### config.mk
export PLATFORM = sky130hd
export DESIGN_NAME = regfile_wb_arbiter
export DESIGN_NICKNAME = d
export VERILOG_FILES = /design/src/rtl/regfile_pkg.sv /design/src/rtl/wb_sync_fifo.sv /design/src/rtl/regfile_wb_arbiter.sv
export SDC_FILE = /design/constraint.sdc
export NUM_CORES = 1
export LEC_CHECK = 0
export ABC_AREA = 1
export CAP_MARGIN = 20
export CORE_UTILIZATION = 40
export DETAILED_ROUTE_END_ITERATION = 10
export PLACE_DENSITY = 0.78
export REMOVE_ABC_BUFFERS = 1
export SYNTH_ARGS = -nofsm -noshare
export SYNTH_HDL_FRONTEND = slang
export SYNTH_SLANG_ARGS = --single-unit
### constraint.sdc
create_clock -name clk -period 3.9 [get_ports clk]
set_clock_uncertainty 0.15 [all_clocks]
set_input_delay 0.39 -clock clk [delete_from_list [all_inputs] [get_ports clk]]
set_output_delay 0.39 -clock clk [all_outputs]
set_load 0.005 [all_outputs]
### src/rtl/regfile_pkg.sv
// Shared types and constants for the register-file writeback arbiter.
package regfile_pkg;

  localparam int REG_ADDR_W = 5;
  localparam int REG_DATA_W = 32;
  localparam int NUM_REGS   = 2 ** REG_ADDR_W;

  // Register x0 is hardwired to zero; writes to it are discarded.
  localparam logic [REG_ADDR_W-1:0] REG_X0 = '0;

  // One pending writeback: destination register and value.
  typedef struct packed {
    logic [REG_ADDR_W-1:0] addr;
    logic [REG_DATA_W-1:0] data;
  } wb_req_t;

endpackage

### src/rtl/wb_sync_fifo.sv
// Small synchronous FIFO. DEPTH must be a power of two so the pointers
// wrap naturally. The caller guarantees no push when full without a pop
// in the same cycle, and no pop when empty.
module wb_sync_fifo #(
  parameter int DEPTH = 2,
  parameter int WIDTH = 8
) (
  input  logic                     clk,
  input  logic                     rst_n,
  input  logic                     push,
  input  logic [WIDTH-1:0]         din,
  input  logic                     pop,
  output logic [WIDTH-1:0]         dout,
  output logic                     full,
  output logic                     empty,
  output logic [$clog2(DEPTH):0]   count
);

  localparam int PW = $clog2(DEPTH);

  logic [WIDTH-1:0] mem [DEPTH];
  logic [PW-1:0]    wr_ptr;
  logic [PW-1:0]    rd_ptr;

  // Storage carries no reset: only entries counted as valid are ever read.
  always_ff @(posedge clk) begin
    if (push) mem[wr_ptr] <= din;
  end

  // Pointers and occupancy; a simultaneous push and pop leaves count unchanged.
  always_ff @(posedge clk or negedge rst_n) begin
    if (!rst_n) begin
      wr_ptr <= '0;
      rd_ptr <= '0;
      count  <= '0;
    end else begin
      if (push) wr_ptr <= wr_ptr + 1'b1;
      if (pop)  rd_ptr <= rd_ptr + 1'b1;
      count <= count + (PW+1)'(push) - (PW+1)'(pop);
    end
  end

  assign dout  = mem[rd_ptr];
  assign full  = (count == (PW+1)'(DEPTH));
  assign empty = (count == '0);

endmodule

### src/rtl/regfile_wb_arbiter.sv
// Arbitrates the register file's single write port between the in-order
// pipeline (port A, priority, no backpressure) and long-latency units
// (port B, valid/ready, buffered). Also tracks registers with an
// outstanding B-side write and requests pipeline bubbles when B starves.
//
// Handshake: a B transfer happens on a rising clk edge where b_valid and
// b_ready are both high; b_ready never depends on b_valid, and b_valid
// may be raised or held freely by the producer.
module regfile_wb_arbiter
  import regfile_pkg::*;
#(
  parameter int ADDRESS_WIDTH = REG_ADDR_W,
  parameter int DATA_WIDTH    = REG_DATA_W,
  parameter int FIFO_DEPTH    = 2,
  parameter int STARVE_LIMIT  = 8
) (
  input  logic                          clk,
  input  logic                          rst_n,
  input  logic                          a_valid,
  input  logic [ADDRESS_WIDTH-1:0]      a_addr,
  input  logic [DATA_WIDTH-1:0]         a_data,
  input  logic                          b_valid,
  output logic                          b_ready,
  input  logic [ADDRESS_WIDTH-1:0]      b_addr,
  input  logic [DATA_WIDTH-1:0]         b_data,
  input  logic                          iss_valid,
  input  logic [ADDRESS_WIDTH-1:0]      iss_addr,
  output logic                          we,
  output logic [ADDRESS_WIDTH-1:0]      waddr,
  output logic [DATA_WIDTH-1:0]         wdata,
  output logic [2**ADDRESS_WIDTH-1:0]   busy_mask,
  output logic                          stall_req,
  output logic [$clog2(FIFO_DEPTH):0]   fifo_count
);

  localparam int CW = $clog2(FIFO_DEPTH) + 1;
  localparam int SW = $clog2(STARVE_LIMIT + 1);

  wb_req_t                    b_req;
  wb_req_t                    head;
  logic                       a_req;
  logic                       pop;
  logic                       push;
  logic                       full;
  logic                       empty;
  logic                       ready_q;
  logic [CW-1:0]              count_d;
  logic [SW-1:0]              starve_q;
  logic [SW-1:0]              starve_d;
  logic [2**ADDRESS_WIDTH-1:0] busy_d;

  // A write to x0 is no request at all, so B may drain in that cycle.
  assign a_req = a_valid && (a_addr != REG_X0);
  assign pop   = !a_req && !empty;

  // Accept while not full, or when full but the head leaves this cycle.
  assign b_ready = ready_q && (!full || pop);
  // x0 results complete the handshake but are never buffered.
  assign push    = b_valid && b_ready && (b_addr != REG_X0);

  assign b_req.addr = b_addr;
  assign b_req.data = b_data;

  wb_sync_fifo #(
    .DEPTH (FIFO_DEPTH),
    .WIDTH ($bits(wb_req_t))
  ) u_b_fifo (
    .clk   (clk),
    .rst_n (rst_n),
    .push  (push),
    .din   (b_req),
    .pop   (pop),
    .dout  (head),
    .full  (full),
    .empty (empty),
    .count (fifo_count)
  );

  // Write-port mux: A first, else FIFO head, else idle with zeroed fields.
  always_comb begin
    we    = 1'b0;
    waddr = '0;
    wdata = '0;
    if (a_req) begin
      we    = 1'b1;
      waddr = a_addr;
      wdata = a_data;
    end else if (!empty) begin
      we    = 1'b1;
      waddr = head.addr;
      wdata = head.data;
    end
  end

  // Next busy mask: clear on B writeback, then set on issue so set wins.
  always_comb begin
    busy_d = busy_mask;
    if (pop) busy_d[head.addr] = 1'b0;
    if (iss_valid && (iss_addr != REG_X0)) busy_d[iss_addr] = 1'b1;
    busy_d[0] = 1'b0;
  end

  // Next starvation count: a non-empty FIFO that is not popping is blocked by A.
  always_comb begin
    if (pop || empty) begin
      starve_d = '0;
    end else if (starve_q != SW'(STARVE_LIMIT)) begin
      starve_d = starve_q + 1'b1;
    end else begin
      starve_d = starve_q;
    end
  end

  assign count_d = fifo_count + CW'(push) - CW'(pop);

  // b_ready stays low during reset and rises on the first edge after release.
  always_ff @(posedge clk or negedge rst_n) begin
    if (!rst_n) ready_q <= 1'b0;
    else        ready_q <= 1'b1;
  end

  // Hazard-tracking, starvation counter and the registered stall request.
  always_ff @(posedge clk or negedge rst_n) begin
    if (!rst_n) begin
      busy_mask <= '0;
      starve_q  <= '0;
      stall_req <= 1'b0;
    end else begin
      busy_mask <= busy_d;
      starve_q  <= starve_d;
      stall_req <= (starve_d >= SW'(STARVE_LIMIT)) || (count_d == CW'(FIFO_DEPTH));
    end
  end

endmodule

==> results.json, run 1 <==
{
  "worst_ir_drop_vdd_v": 0.000298,
  "cp_num_buf_inv": 3,
  "cp_data_required_time_ns": 3.36,
  "wl_per_cell_um": 15.8,
  "netlist_area_um2": 5510,
  "p_total_w": 0.00510,
  "cp.arrival_ns": 2.46,
  "status": "finished clean",
  "gr-usage-met3_pct": 5.08,
  "num_vias": 4403,
  "powerDensity_nw_per_um2": 654,
  "timing.rr.end": "stall_req",
  "drt_wl_total_um": 13900,
  "synth_seq_cells": 115,
  "cpPeakStageDelay_ns": 0.50,
  "async_flop_share_pct": 35.7,
  "synth_cells": 530,
  "busiest_layer": "met2",
  "start_util_pct": 41.3,
  "grt_use_total_pct": 20.3,
  "num_rows": 42,
  "ant_nets": 0,
  "critPathMaxFanout": 37,
  "place.gp.congestion": 0.868,
  "cts_tree": "yes",
  "grt_overflow": 0,
  "core_area_um2": 13300,
  "slew_viol_final": 0,
  "dp_slack_ns": 0.964,
  "grt_pass1_wl_um": 22000,
  "clock-sinks": 115,
  "worstMarginPinSlew_ns": 0.913,
  "synth_ff_type": "edfxtp_1",
  "vias_per_cell": 5.01,
  "multi_input_area_um2": 1960,
  "cts-root-buf": "clkbuf_16",
  "cp-start-kind": "register",
  "post-route-min-period_ns": 3.00,
  "clock_latency_ns": 0.41,
  "startpoint": "u_b_fifo.count[0]",
  "p_leak_nw": 3.19,
  "nNetsFinal": 778,
  "hold_start": "busy_mask[23]",
  "final-setup-viol-count": 0,
  "antenna_found_initial": 1,
  "cp_top_family": "buffers and inverters",
  "setup_ws_ns": 0.897,
  "regToRegStartpoint": "u_b_fifo.count[0]",
  "fmax_ghz": 0.333,
  "grt_max_degree": 42,
  "cts_resized": 0,
  "die_h_um": 119,
  "synthDistinctLibCells": 34,
  "r2r_slack_ns": 1.85,
  "slew_headroom_pct": 39.1,
  "place_area_um2": 7180,
  "path_class": "register to output pin",
  "ios": 158,
  "holdPathEnd": "busy_mask[23]",
  "drtPass1Iterations": 5,
  "drv_cap": 0,
  "hold_path_class": "register to register",
  "ff_latch_area_um2": 3250,
  "grt_pass1_vias": 4507,
  "hold_violations": 0,
  "cts_setup_buffers": 0,
  "ys_seq_area_share_pct": 58.9,
  "drc": 0,
  "holdWs_ns": 0.314,
  "grt.met1_usage_pct": 22.6,
  "die_area_um2": 14200,
  "n_antenna_cell": 0,
  "fp.dieW_um": 119,
  "fin_area_um2": 7800,
  "worstSetupEndpointType": "output pin",
  "port_buffers": 156,
  "drt-initial-drc-count": 330,
  "synth-edff-count": 74,
  "area_growth_pct": 41.5,
  "final.period_utilization_pct": 77.0,
  "clock_path_buffers": 2,
  "clock_tree.htree_level_count": 4,
  "crit_chain": "nor2_1 -> inv_1 -> nand2_2 -> buf_4 -> o21ai_0 -> clkdlybuf4s50_1",
  "ys_warn_count": 0,
  "cts_buffers": 17,
  "use_met2_pct": 36.6,
  "nFillCells": 1070,
  "drive_gt1_share_pct": 12.7,
  "r2r.worst_path.cells": 9,
  "rsz0062_at_grt": "false",
  "whs_path_depth": 2,
  "synth.avg_cell_area_um2": 10.4,
  "fin_tns_setup_ns": 0,
  "dp_hpwl_um": 10100,
  "slowest_stage": "clkdlybuf4s50_1",
  "cts.clk_slew.worst_paths_ns": 0.05
}
layer usage:
layer,vias to the layer above,part of all wire [%]
li1,2108,-
met5,-,0.079
met3,30,5.4
met1,2109,39
met4,2,2.3
met2,154,54
how the worst max path moves through the flow:
stage | to | cells past startpoint | slack (ns)
floorplan | u_b_fifo.mem[1][0] | 5 | 0.63
global placement | waddr[4] | 8 | 1.08
detailed placement | wdata[24] | 8 | 0.96
CTS | wdata[24] | 6 | 0.87
global route | wdata[24] | 6 | 0.66
finish | wdata[24] | 6 | 0.90
synth_stat cells (all sizes together) (2+ instances only):
cell	n	area, um^2
a21oi	3	26.3
buf	19	151
clkbuf	5	23.8
conb	2	7.51
dfrtp	41	1030
edfxtp	74	2220
ha	4	50.1
inv	35	134
mux2i	32	320
nand2	149	599
nand3	63	368
nand4	5	31.3
nor2	47	181
nor3	2	10.0
o21ai	42	304
xor2	3	26.3
flip-flops by register name, indices dropped and copies added, names as in the netlist:
| name | cells |
|---|---|
| u_b_fifo.mem | 74 |
| busy_mask | 31 |
| starve_q | 4 |
| u_b_fifo.count | 2 |
| ready_q | 1 |
| stall_req | 1 |
| u_b_fifo.rd_ptr | 1 |
| u_b_fifo.wr_ptr | 1 |
worst reg2reg max path: cells and delay by family (launching register included):
family                   cells  cell delay (ns)
adder cells (fa/ha/maj)      2             0.48
AND/OR/NAND/NOR              2             0.37
flip-flops                   1             0.41
buffers and inverters        1             0.04
AO/OA/AOI/OAI                2             0.12
XOR/XNOR                     2             0.39
layout by cell type (no fill, tap or decap), types with 2 or more instances in the layout:
| cell | Yosys | routed |
|---|---|---|
| o21ai_2 | 22 | 22 |
| mux2i_1 | 32 | 32 |
| nor3_1 | 2 | 2 |
| nand3_1 | 54 | 54 |
| inv_6 | 0 | 3 |
| xor2_1 | 3 | 3 |
| clkinv_1 | 0 | 2 |
| clkinvlp_4 | 0 | 3 |
| clkbuf_16 | 0 | 17 |
| inv_1 | 34 | 34 |
| buf_4 | 5 | 8 |
| nand3_2 | 8 | 8 |
| nor2_2 | 2 | 2 |
| ha_1 | 4 | 4 |
| o21ai_0 | 18 | 18 |
| clkdlybuf4s50_1 | 0 | 155 |
| conb_1 | 2 | 2 |
| dfrtp_1 | 41 | 40 |
| nand2_4 | 2 | 2 |
| nand2_1 | 137 | 137 |
| a21oi_1 | 2 | 2 |
| nand2_2 | 10 | 10 |
| bufinv_16 | 0 | 3 |
| edfxtp_1 | 74 | 74 |
| nor2_1 | 45 | 44 |
| clkinv_4 | 0 | 4 |
| nand4_1 | 5 | 5 |
per-stage QoR:
stage               instances  utilization, %
floorplan                 506               -
global placement          846            53.8
detailed placement        846            53.8
CTS                       879            58.4
global route              879            58.4
finish                    879            58.4
cell type report:
class / instances / area share (%)
Inverter: 35 / 1.72
Timing Repair Buffer: 165 / 20.9
Sequential cell: 115 / 41.7
Multi-Input combinational cell: 356 / 25.1
Tap cell: 176 / 2.82
Clock buffer: 17 / 5.46
Clock inverter: 15 / 2.33
power by group:
part | switching [W] | internal (W) | total, W
clock network | 0.000561 | 0.00101 | 0.00157
registers | 0.000189 | 0.00160 | 0.00179
logic | 0.000866 | 0.000879 | 0.00174
total | 0.00162 | 0.00349 | 0.00510
what timing repair did:
| item | in CTS | in global routing |
|---|---|---|
| endpoints found under the hold margin | 41 | 0 |
| hold buffers | 1 | 0 |
| endpoints found under the setup margin | 0 | 0 |
logic make-up (layout without fill, tap and decap cells):
logic type | after synthesis | count (layout) | synth area share [%]
compound gates | 47 | 47 | 6.24
flops | 115 | 115 | 58.9
other cells | 2 | 2 | 0.136
buf+inv | 59 | 232 | 5.61
xor+xnor | 4 | 4 | 0.636
simple gates | 267 | 267 | 21.7
mux | 32 | 32 | 5.81
fa+ha+maj | 4 | 4 | 0.908
No activity file was read; power rests on OpenSTA's default activity.
==> inputs of run 2 (changes only) <==
clock period = 2.95 ns   (was 3.9 ns; I/O delays follow)
==> run 2 against run 1 <==
  * Clock-buffer cell count unchanged
  * Register-to-register slack got worse by 0.87 ns
  * Flip-flop and latch count unchanged
  * Combinational power is 35% higher
  * First-iteration DRC count up 7.6%
  * Critical path depth up 2
  * Non-clock buffer count rose by 1
  * Cell count grew 0.11%
  * Sequential share of layout area decreased by 0.067 points
  * Total power grew 31%
  * Sequential power is 31% higher
  * Worst hold slack lost 0.0013 ns
  * Critical path type is now input port to output pin
  * Critical endpoint unchanged
  * Highest routed layer unchanged
==> results.json, run 2 (same netlist as run 1, synthesis figures left out) <==
{
  "status": "finished clean",
  "reg_top3": "u_b_fifo.mem x74, busy_mask x31, starve_q x4",
  "clock_tree.htree_level_count": 4,
  "fin_tns_setup_ns": 0,
  "cts_setup_buffers": 0,
  "slew_viol_final": 0,
  "cp.arrival_ns": 2.33,
  "final_common_cell": "clkdlybuf4s50_1",
  "path_class": "input port to output pin",
  "largest_reg_flops": 74,
  "dp_hpwl_um": 10200,
  "cp_num_cells": 8,
  "port_buffers": 156,
  "clock-sinks": 115,
  "regToRegStartpoint": "u_b_fifo.count[0]",
  "hold_path_class": "input port to register",
  "drt_wl_total_um": 14200,
  "num_vias": 4310,
  "crit_path_end": "wdata[24]",
  "slew_headroom_pct": 39.4,
  "powerDensity_nw_per_um2": 858,
  "vias_per_cell": 4.90,
  "final.period_utilization_pct": 94.0,
  "r2r_slack_ns": 0.98,
  "hold_violations": 0,
  "cp_data_required_time_ns": 2.51,
  "slowest_stage": "clkdlybuf4s50_1",
  "worstSetupEndpointType": "output pin",
  "placed_cells": 847,
  "cp_top_family": "buffers and inverters",
  "drive_gt1_share_pct": 12.8,
  "num_rows": 42,
  "startpoint": "a_addr[2]",
  "cts_buffers": 17,
  "grt_use_total_pct": 20.6,
  "drv_cap": 0,
  "die_h_um": 119,
  "critPathMaxFanout": 37,
  "cp-start-kind": "input port",
  "gr-usage-met3_pct": 5.22,
  "fp.dieW_um": 119,
  "core_area_um2": 13300,
  "regMostFlops": "u_b_fifo.mem",
  "cts.clk_slew.worst_paths_ns": 0.06,
  "grt_max_degree": 42,
  "drtPass1Iterations": 5,
  "worst_ir_drop_vdd_v": 0.000462,
  "drc": 0,
  "cp_num_buf_inv": 3,
  "rsz0062_at_grt": "false",
  "start_util_pct": 41.3,
  "clock_path_buffers": 2,
  "grt.met1_usage_pct": 24.5,
  "n_antenna_cell": 0,
  "ant_nets": 0,
  "clock_latency_ns": 0.41,
  "fmax_ghz": 0.361,
  "cts-root-buf": "clkbuf_16",
  "busiest_layer": "met2",
  "wl_per_cell_um": 16.2,
  "grt_pass1_vias": 4346,
  "stdcell_count": 880,
  "drt-initial-drc-count": 355,
  "worstMarginPinSlew_ns": 0.909,
  "post-route-min-period_ns": 2.77,
  "crit_chain": "clkdlybuf4s50_1 -> nor2_2 -> nand3_4 -> nand2_2 -> nand2_2 -> buf_6 -> o21ai_0 -> clkdlybuf4s50_1",
  "ios": 158,
  "grt_overflow": 0,
  "final-setup-viol-count": 0,
  "cpPeakStageDelay_ns": 0.56,
  "r2r.worst_path.cells": 9,
  "most-common-layout-cells": "155 x clkdlybuf4s50_1, 137 x nand2_1, 74 x edfxtp_1",
  "cts_tree": "yes",
  "area_growth_pct": 41.7,
  "place.gp.congestion": 0.889,
  "grt_pass1_wl_um": 22300,
  "nNetsFinal": 779,
  "use_met2_pct": 35.6,
  "die_area_um2": 14200,
  "timing.rr.end": "stall_req",
  "antenna_found_initial": 1,
  "p_leak_nw": 3.19
}
-- run 2: cell types whose count changed in the layout (fill, tap and decap cells not counted) --
cell	change
buf_12	+2
buf_4	-2
buf_6	+1
bufinv_16	-1
clkinv_2	+1
clkinv_4	-1
clkinvlp_4	+1
inv_6	-1
inv_8	+1
-- run 2: worst min-delay path by stage --
stage               depth (start not counted)             endpoint            start  slack [ns]
finish                                      1  u_b_fifo.mem[1][21]       b_data[21]        0.31
global route                                1  u_b_fifo.mem[1][27]       b_data[27]        0.30
CTS                                         1  u_b_fifo.mem[1][21]       b_data[21]        0.30
detailed placement                          2         busy_mask[1]     busy_mask[1]        0.32
global placement                            2      u_b_fifo.wr_ptr  u_b_fifo.wr_ptr        0.30
floorplan                                   0        busy_mask[10]            rst_n       -0.15
-- run 2: area by class of cell --
type | count | area, um^2
fill | 1110 | 5540
clock inverter | 15 | 158
inverter | 35 | 134
timing repair buffer | 166 | 1660
multi-input combinational | 356 | 1960
clock buffer | 17 | 425
tap | 176 | 220
sequential | 115 | 3250
-- run 2: layer usage --
layer | wire length, um | vias up
met4 | 280 | 2
met2 | 7530 | 141
met5 | 13 | -
met1 | 5720 | 2036
met3 | 712 | 23
li1 | - | 2108
-- run 2: metrics by stage --
step           util, %  area, um^2  worst slack (ns)  hold WS, ns  total power, W
2_1_floorplan        -        5340            -0.225       -0.151         0.00344
3_3_place_gp      54.0        7210             0.248        0.304         0.00465
3_5_place_dp      54.0        7210             0.135        0.315         0.00473
4_1_cts           58.5        7810             0.113        0.302         0.00674
5_1_grt           58.5        7810            0.0622        0.303         0.00703
6_report          58.5        7810             0.177        0.313         0.00670
-- run 2: where the power goes --
group	leakage [nW]	internal [W]	switching, W
clock	0.273	0.00125	0.000750
sequential	1.17	0.00211	0.000238
combinational	1.75	0.00119	0.00116
total	3.19	0.00455	0.00215
-- run 2: repair_timing --
item / in CTS / in global routing
hold buffers: 1 / 0
hold endpoints to repair: 41 / 0
resized for setup: 0 / 1
setup endpoints to repair: 0 / 13
